<file path="config.mk">
export PLATFORM = sky130hd
export DESIGN_NAME = axis_traffic_sink
export DESIGN_NICKNAME = d
export VERILOG_FILES = /design/src/rtl/axis_traffic_sink.sv
export SDC_FILE = /design/constraint.sdc
export NUM_CORES = 1
export LEC_CHECK = 0
export CAP_MARGIN = 30
export CORE_ASPECT_RATIO = 0.7
export CORE_MARGIN = 5
export CORE_UTILIZATION = 60
export CTS_BUF_LIST = sky130_fd_sc_hd__clkbuf_2 sky130_fd_sc_hd__clkbuf_4 sky130_fd_sc_hd__clkbuf_8
export DETAILED_ROUTE_END_ITERATION = 6
export DONT_BUFFER_PORTS = 1
export HOLD_SLACK_MARGIN = 0.15
export PLACE_DENSITY_LB_ADDON = 0.2
export SLEW_MARGIN = 20
export SYNTH_ARGS = -nofsm -noshare
export SYNTH_HDL_FRONTEND = slang
export SYNTH_SLANG_ARGS = --single-unit
</file>
<file path="constraint.sdc">
create_clock -name clk -period 3.3 [get_ports clk]
set_input_delay 0.33 -clock clk [delete_from_list [all_inputs] [get_ports clk]]
set_output_delay 0.33 -clock clk [all_outputs]
set_load 0.1 [all_outputs]
</file>
<file path="src/rtl/axis_traffic_sink.sv">
// AXI-Stream packet sink/checker: LFSR-driven backpressure, routing/order/handshake
// checks, per-source packet counts and head-beat latency statistics.
`timescale 1ns/1ps
module axis_traffic_sink #(
  parameter int unsigned TDATA_WIDTH   = 32,
  parameter int unsigned TDEST_WIDTH   = 2,
  parameter int unsigned TID_WIDTH     = 2,
  parameter int unsigned TDEST         = 0,
  parameter int unsigned COUNT_WIDTH   = 16,
  parameter logic [15:0] READY_SEED    = 16'hACE1,
  parameter int unsigned LAT_SUM_WIDTH = 32
) (
  input  logic                                          clk,
  input  logic                                          rst_n,
  input  logic                                          enable,
  input  logic [15:0]                                   ready_load,
  input  logic [TDATA_WIDTH/2-1:0]                      ticks,
  input  logic                                          axis_in_tvalid,
  output logic                                          axis_in_tready,
  input  logic [TDATA_WIDTH-1:0]                        axis_in_tdata,
  input  logic                                          axis_in_tlast,
  input  logic [TID_WIDTH-1:0]                          axis_in_tid,
  input  logic [TDEST_WIDTH-1:0]                        axis_in_tdest,
  output logic [2**TID_WIDTH-1:0][COUNT_WIDTH-1:0]      recv_packets,
  output logic [TDATA_WIDTH/2-1:0]                      max_latency,
  output logic [LAT_SUM_WIDTH-1:0]                      latency_sum,
  output logic [3:0]                                    error_code,
  output logic                                          error
);

  localparam int unsigned H       = TDATA_WIDTH / 2;
  localparam int unsigned NUM_SRC = 2 ** TID_WIDTH;
  localparam int unsigned SUMW    = LAT_SUM_WIDTH + 1;
  localparam int unsigned PW      = TDATA_WIDTH + 1 + TID_WIDTH + TDEST_WIDTH;

  typedef enum logic {S_HEAD, S_BODY} state_t;

  state_t                         state, state_next;
  logic [15:0]                    lfsr, lfsr_next_c;
  logic [TID_WIDTH-1:0]           cur_tid, tail_tid_c;
  logic [NUM_SRC-1:0][H-1:0]      expected_seq;
  logic                           prev_stall;
  logic [PW-1:0]                  prev_payload, payload_c;
  logic                           accept_c, head_c, tail_c;
  logic [3:0]                     err_new_c;
  logic [H-1:0]                   seq_c, ts_c, latency_c;
  logic [SUMW-1:0]                sum_ext_c;

  // Galois LFSR, taps 16,14,13,11
  assign lfsr_next_c = lfsr[0] ? ({1'b0, lfsr[15:1]} ^ 16'hB400) : {1'b0, lfsr[15:1]};

  assign accept_c  = axis_in_tvalid & axis_in_tready;
  assign seq_c     = axis_in_tdata[TDATA_WIDTH-1:H];
  assign ts_c      = axis_in_tdata[H-1:0];
  assign latency_c = ticks - ts_c;
  assign sum_ext_c = {1'b0, latency_sum} + SUMW'(latency_c);
  assign payload_c = {axis_in_tdata, axis_in_tlast, axis_in_tid, axis_in_tdest};

  always_ff @(posedge clk or negedge rst_n) begin
    if (!rst_n) state <= S_HEAD;
    else        state <= state_next;
  end

  // Packet framing plus detection of new error conditions
  always_comb begin
    state_next = state;
    head_c     = 1'b0;
    tail_c     = 1'b0;
    tail_tid_c = cur_tid;
    err_new_c  = '0;
    case (state)
      S_HEAD: begin
        if (accept_c) begin
          head_c     = 1'b1;
          tail_tid_c = axis_in_tid;
          if (axis_in_tlast) tail_c     = 1'b1;
          else               state_next = S_BODY;
        end
      end
      S_BODY: begin
        if (accept_c) begin
          if (axis_in_tid != cur_tid) err_new_c[1] = 1'b1;
          if (axis_in_tlast) begin
            tail_c     = 1'b1;
            state_next = S_HEAD;
          end
        end
      end
      default: state_next = S_HEAD;
    endcase
    if (head_c && (axis_in_tdest != TDEST_WIDTH'(TDEST))) err_new_c[0] = 1'b1;
    if (head_c && (seq_c != expected_seq[axis_in_tid]))   err_new_c[2] = 1'b1;
    if (prev_stall && (!axis_in_tvalid || (payload_c != prev_payload))) err_new_c[3] = 1'b1;
  end

  always_ff @(posedge clk or negedge rst_n) begin
    if (!rst_n) begin
      lfsr           <= READY_SEED;
      axis_in_tready <= 1'b0;
      cur_tid        <= '0;
      expected_seq   <= '0;
      prev_stall     <= 1'b0;
      prev_payload   <= '0;
      recv_packets   <= '0;
      max_latency    <= '0;
      latency_sum    <= '0;
      error_code     <= '0;
      error          <= 1'b0;
    end else begin
      lfsr           <= lfsr_next_c;
      axis_in_tready <= enable & (lfsr <= ready_load);
      prev_stall     <= axis_in_tvalid & ~axis_in_tready;
      prev_payload   <= payload_c;
      error_code     <= error_code | err_new_c;
      error          <= |(error_code | err_new_c);
      if (head_c) begin
        cur_tid                    <= axis_in_tid;
        expected_seq[axis_in_tid]  <= seq_c + H'(1);
        if (latency_c > max_latency) max_latency <= latency_c;
        latency_sum <= sum_ext_c[LAT_SUM_WIDTH] ? '1 : sum_ext_c[LAT_SUM_WIDTH-1:0];
      end
      // Saturating per-source packet counter
      if (tail_c && (recv_packets[tail_tid_c] != '1))
        recv_packets[tail_tid_c] <= recv_packets[tail_tid_c] + COUNT_WIDTH'(1);
    end
  end

endmodule

</file>
==> flow_metrics.tcl, run 1 <==
set metrics [dict create \
    routed-via-count 10598 \
    violations "hold timing, setup timing" \
    slowest_delay_ns 0.35 \
    critical_path.slowest_cell "o31ai_2" \
    timing.max_slew.rel_slack 0.3106 \
    power.total_mw 13.25 \
    worstSetupPathDepth 21 \
    yosys_warnings 0 \
    clk_path_buf_depth 3 \
    ys_ff_latch 239 \
    avgRoutedWirePerCell_um 21.54 \
    ys_seq_area_frac 0.4573 \
    h_tree_lvls 2 \
    placementRows 45 \
    diodes 0 \
    highest_clock_frequency_the_design_can_meet_ghz 0.2783 \
    gp_congestion 0.9075 \
    max-cap-violations 0 \
    worstMarginPinSlew_ns 1.034 \
    cts_root_buffer "clkbuf_8" \
    globalRouteOverflowTotal 0 \
    ys_async_sr_fraction 1.000 \
    crit_path_end_kind "register" \
    synth_enable_flop_cells 0 \
    final_critical_path_setup_slack_ns -0.2928 \
    insertion_delay_ns 0.52 \
    critPathArrivalTime_ns 4.00 \
    core_um2 21560 \
    io_buffers 0 \
    layout_fillers 1320 \
    worst-path-max-fanout 4 \
    fin_worst_hold_slack_ns -0.4947 \
    total_nets_after_synthesis 1346 \
    clkSinkCount 239 \
    route.detailed.vias_per_inst 5.888 \
    grt_first_pass_wirelength_mm 58.92 \
    worst-path-buf-inv 3 \
    drt.antenna.violating_nets 0 \
    groute.usage.overall 0.2909 \
    final_skew_ns 0.01519 \
    finalNetCount 1639 \
    cts-buffers-inserted 39 \
    synth_ff_type "dfrtp_1" \
    syn_area_per_cell_um2 10.86 \
    detailed_place_hpwl_mm 24.76 \
    run_status "complete, but fails checks" \
    final_layout_size_suffix_gt1_frac 0.3419 \
    final_period_minus_worst_setup_slack_ns 3.593 \
    layout-area-overhead-vs-synth_pct 31.85 \
    startpoint_type "input pin" \
    ios 191 \
    clk_transition_reported_paths_ns 0.06 \
    synthesis.instances 1206 \
    die_w_um 186.6 \
    timing.critical_path.max_delay_family "compound AO/OA/AOI/OAI gates" \
    initial_utilization 0.6075 \
    slew_violations 0 \
    power-per-cell-area_nw_per_um2 766.9 \
    chipHeight_um 133.6 \
    timing.reg2reg.worst_path_depth 12 \
    drt_pass1_iterations 5 \
    critPathKind "in2reg" \
    postRouteWirelength_mm 38.77 \
    cp_data_required_time_ns 3.71 \
    hold_path.class "in2async" \
    detail_route.drc_violations 0 \
    report.final.setup_viol 34 \
    timing.final.hold_violations 239 \
    first_global_vias 10436 \
    initial_antenna_violation_count 0 \
    timing.critical_path.cells "clkinv_16 -> ha_4 -> inv_2 -> fa_2 -> a21o_1 -> a21oi_2 -> nor2b_2 -> o31a_1 -> o211ai_1 -> nand2b_1 -> xor2_2 -> ha_4 -> nor2_2 -> o211ai_1 -> a211oi_2 -> o31ai_2 -> a211oi_2 -> buf_6 -> nor3_4 -> nand4_1 -> mux2_4" \
    static-leakage-power_nw 8.500 \
    totalNegativeSetupSlack_ns -5.977 \
    most_used_cells_in_the_layout_excluding_fill_and_tap_cells "buf_4, dfrtp_1, nand2_1, mux2i_1, nor2_1" \
    synthesis.area_um2 13100 \
    yosysUniqueCellTypes 61 \
    ir_drop_mv 0.8623 \
    final.period_utilization 1.089 \
    drt_first_iter_violations 797 \
    hold_buffer_count_at_cts 40 \
    die_area_um2 24940 \
    most_common_cell_after_layout_fill_and_taps_aside "buf_4" \
    grt_max_degree 240 \
    tritoncts "yes" \
    grt_setup_unrepaired "yes" \
]
## where the power goes
part | internal [mW] | switching (mW) | total (mW)
logic | 2.49 | 4.45 | 6.94
registers | 3.46 | 0.331 | 3.79
clock network | 1.36 | 1.15 | 2.51
## worst paths after layout
| check | from | to | slack, ns |
|---|---|---|---|
| setup / recovery | ticks[0] | latency_sum[25]$_DFFE_PN0P_ | -0.29 |
| hold / removal | rst_n | lfsr[3]$_DFF_PN0_ | -0.49 |
| setup reg to reg | axis_in_tready$_DFF_PN0_ | recv_packets[62]$_DFFE_PN0P_ | 0.07 |
| hold reg to reg | lfsr[6]$_DFF_PN1_ | lfsr[5]$_DFF_PN1_ | 0.37 |
| max in group asynchronous | rst_n | prev_payload[12]$_DFF_PN0_ | 3.35 |
| min in group clk | axis_in_tdata[22] | expected_seq[23]$_DFFE_PN0P_ | 0.18 |
## sequential cells by signal, indices dropped and copies added, names as in the netlist, named ones only
signal	cells
axis_in_tready	1
error_code	4
prev_payload	37
max_latency	16
latency_sum	32
prev_stall	1
recv_packets	64
error	1
expected_seq	64
lfsr	16
cur_tid	2
## what timing repair did
action / CTS / global route
gates cloned: 1 / 4
pin swaps: 16 / 27
endpoints found under the setup margin: 110 / 109
buffers inserted: 7 / 20
gates resized for setup: 46 / 51
endpoints found under the hold margin: 338 / 239
## cells in the mapped netlist (all sizes together) (5+ instances only)
cell / n / area (um2)
nor4: 13 / 108.9
a31oi: 6 / 37.54
ha: 65 / 813.3
buf: 23 / 146.4
clkbuf: 27 / 101.4
nand3: 23 / 115.1
o21a: 8 / 60.06
and3: 12 / 75.07
a21oi: 64 / 320.3
a21o: 22 / 165.2
mux2i: 89 / 894.6
nor3: 15 / 75.07
inv: 60 / 225.2
mux2: 93 / 1047
xor2: 49 / 429.2
nor2b: 6 / 37.54
nor2: 72 / 270.3
nand4: 22 / 137.6
o21bai: 6 / 45.04
xnor2: 62 / 543.0
o21ai: 63 / 315.3
or3: 5 / 31.28
a211oi: 6 / 45.04
nand2: 100 / 375.4
mux4: 16 / 360.4
dfstp: 8 / 210.2
dfrtp: 231 / 5781
## through the flow
step,cells,util,hold slack (ns),instance area (um2),setup slack (ns)
floorplan,1206,-,0.03441,13520,-0.5345
detailed placement,1669,0.7128,0.03819,15370,-0.8259
finish,1800,0.8010,-0.4947,17270,-0.2928
global route,1800,0.8010,-0.5434,17270,-0.3786
global placement,1669,0.7128,0.03897,15370,-0.7496
CTS,1777,0.7795,-0.5254,16810,-0.1723
## cells by family (layout without fill, tap and decap cells)
kind of cell             count (synthesis)  count (layout)  share of synthesized area
AND/OR/NAND/NOR                        289             289                     0.1051
flip-flops                             239             239                     0.4573
multiplexers                           198             198                     0.1757
AO/OA/AOI/OAI                          192             192                    0.08643
XOR/XNOR                               111             111                    0.07420
buffers and inverters                  110             422                    0.03610
adder cells (fa/ha/maj)                 67              67                    0.06513
## layer usage
| metal | vias up | share of wire | wire, um | global-route usage |
|---|---|---|---|---|
| li1 | 4836 | - | - | - |
| met1 | 5275 | 0.43 | 16740 | 0.4145 |
| met2 | 436 | 0.45 | 17630 | 0.4479 |
| met3 | 51 | 0.097 | 3773 | 0.09298 |
| met4 | 0 | 0.016 | 630 | 0.05016 |
| met5 | - | 0 | 0 | 0 |
## worst reg2reg max path, delay by kind of cell, from the launching register on
kind | cells | cell delay, ns
simple gates | 4 | 1.10
buf+inv | 4 | 0.71
mux | 3 | 0.70
flops | 1 | 0.47
xor+xnor | 1 | 0.13
## layout make-up
cell class / instances / area (um2) / area share
multi-input combinational: 857 / 7332 / 0.4245
timing repair buffer: 302 / 2613 / 0.1512
inverter: 60 / 251.5 / 0.01456
clock buffer: 56 / 708.2 / 0.04100
tap: 282 / 352.8 / 0.02043
clock inverter: 4 / 22.52 / 0.001304
sequential: 239 / 5995 / 0.3470
No activity file was read; power rests on OpenSTA's default activity.
==> run 2: changes to the inputs <==
--- a/config.mk
+++ b/config.mk
@@ -7,8 +7,8 @@
 export LEC_CHECK = 0
 export CAP_MARGIN = 30
 export CORE_ASPECT_RATIO = 0.7
-export CORE_MARGIN = 5
-export CORE_UTILIZATION = 60
+export CORE_MARGIN = 3
+export CORE_UTILIZATION = 55
 export CTS_BUF_LIST = sky130_fd_sc_hd__clkbuf_2 sky130_fd_sc_hd__clkbuf_4 sky130_fd_sc_hd__clkbuf_8
 export DETAILED_ROUTE_END_ITERATION = 6
 export DONT_BUFFER_PORTS = 1
==> flow_metrics.tcl, run 2 (synthesis results as in run 1) <==
set metrics [dict create \
    cts-buffers-inserted 39 \
    drt.antenna.violating_nets 0 \
    groute.usage.overall 0.2890 \
    combPwrFrac 0.514 \
    hold_buffer_count_at_cts 40 \
    clk_path_buf_depth 3 \
    insertion_delay_ns 0.55 \
    post-place-cells 1716 \
    timing.reg2reg.setup_slack_ns 0.03 \
    detailed_place_hpwl_mm 25.26 \
    power.share.sequential 0.283 \
    drt_first_iter_violations 642 \
    routed-via-count 10460 \
    finalNonFillerCells 1853 \
    cts_root_buffer "clkbuf_8" \
    chipHeight_um 135.1 \
    grt_setup_unrepaired "yes" \
    grt_max_degree 240 \
    worstMarginPinSlew_ns 0.9900 \
    reg_top3 "expected_seq x64, recv_packets x64, prev_payload x37" \
    initial_utilization 0.5691 \
    ir_drop_mv 0.7226 \
    place_worst_setup_slack_ns -0.8197 \
    initial_antenna_violation_count 0 \
    drt_pass1_iterations 5 \
    globalRouteOverflowTotal 0 \
    most_common_cell_after_layout_fill_and_taps_aside "buf_4" \
    critPathArrivalTime_ns 4.00 \
    startpoint_type "input pin" \
    final.period_utilization 1.080 \
    hold_path.class "in2async" \
    run_status "complete, but fails checks" \
    finalNetCount 1653 \
    h_tree_lvls 2 \
    slew_violations 0 \
    postRouteWirelength_mm 37.78 \
    max-cap-violations 0 \
    grt_first_pass_wirelength_mm 58.79 \
    route.detailed.vias_per_inst 5.645 \
    swShare 0.4482 \
    internal_power_component_mw 7.370 \
    totalNegativeSetupSlack_ns -5.914 \
    power-per-cell-area_nw_per_um2 768.1 \
    cp_data_required_time_ns 3.74 \
    worst-path-max-fanout 6 \
    critPathKind "in2reg" \
    layout-area-overhead-vs-synth_pct 32.73 \
    layout_fillers 1587 \
    crit_path_end_kind "register" \
    diodes 0 \
    detail_route.drc_violations 0 \
    avgRoutedWirePerCell_um 20.39 \
    final_layout_size_suffix_gt1_frac 0.3517 \
    violations "hold timing, setup timing" \
    gp_congestion 0.8936 \
    report.final.setup_viol 41 \
    die_w_um 190.5 \
    tritoncts "yes" \
    io_buffers 0 \
    timing.final.hold_violations 239 \
    highest_clock_frequency_the_design_can_meet_ghz 0.2805 \
    core_um2 23020 \
    clk_transition_reported_paths_ns 0.07 \
    clock_power_share 0.203 \
    fin_worst_hold_slack_ns -0.5328 \
    ios 191 \
    timing.max_slew.rel_slack 0.3400 \
    most_used_cells_in_the_layout_excluding_fill_and_tap_cells "buf_4, dfrtp_1, nand2_1, mux2i_1, nor2_1" \
    die_area_um2 25740 \
    first_global_vias 10657 \
    final_period_minus_worst_setup_slack_ns 3.565 \
    clkSinkCount 239 \
    placementRows 46 \
    switchingPower_mw 5.986 \
    static-leakage-power_nw 8.531 \
    final_skew_ns 0.03130 \
    final_critical_path_setup_slack_ns -0.2649 \
]
run 2: final timing paths:
check | cells after the start | to | from
worst min-delay path | 0 | max_latency[15]$_DFFE_PN0P_ | rst_n
worst max register to register | 13 | recv_packets[7]$_DFFE_PN0P_ | axis_in_tready$_DFF_PN0_
max in group asynchronous | 0 | axis_in_tready$_DFF_PN0_ | rst_n
min in group clk | 3 | expected_seq[26]$_DFFE_PN0P_ | axis_in_tdata[25]
worst max-delay path | 20 | max_latency[1]$_DFFE_PN0P_ | ticks[0]
worst min register to register | 0 | lfsr[5]$_DFF_PN1_ | lfsr[6]$_DFF_PN1_
run 2: area by class of cell:
type	instances	area [um2]	area share
repair buffers	315	2635	0.1515
well taps	312	390.4	0.02245
inverters	60	251.5	0.01446
clock inverters	7	42.54	0.002446
clock buffers	62	765.7	0.04404
flip-flops and latches	239	5995	0.3447
multi-input cells	858	7310	0.4203
run 2: metal layers:
layer  up-vias  global-route usage  share of wire
met5         -                   0              0
met4         0             0.07332          0.019
met2       350              0.4319           0.44
met1      5185              0.4092           0.45
li1       4865                   -              -
met3        60             0.09801          0.095
run 2: worst max-delay path, cell delays in order:
cell	delay (ns)
clkinv_16	0.03
ha_4	0.12
inv_2	0.03
fa_2	0.34
a21o_1	0.20
a21oi_2	0.15
nor2b_1	0.07
o31a_1	0.32
o211ai_1	0.31
nand2b_1	0.15
xor2_2	0.18
buf_4	0.16
ha_4	0.26
a21o_1	0.13
a21oi_2	0.05
or2_4	0.23
o311a_1	0.11
a221o_1	0.37
buf_6	0.17
mux2_4	0.30
run 2: what timing repair did:
action	CTS	global route
pin swaps	26	25
cloned	1	1
endpoints found under the setup margin	68	99
endpoints found under the hold margin	347	239
buffers inserted	10	17
gates resized for setup	36	48
run 2: stage by stage:
step	total power, mW	util	area, um2	hold WS, ns
floorplan	8.452	-	13520	0.03441
global placement	10.06	0.6743	15520	0.04005
detailed placement	10.18	0.6743	15520	0.04047
CTS	13.11	0.7370	16970	-0.5451
global route	13.98	0.7553	17390	-0.5595
finish	13.36	0.7553	17390	-0.5328
run 2: power groups by stage:
stage	clock network, mW	logic [mW]	registers [mW]
floorplan	0	2.45	6.01
global placement	0	6.27	3.79
detailed placement	0	6.37	3.81
CTS	2.74	6.60	3.77
global route	2.89	7.25	3.84
finish	2.72	6.86	3.78
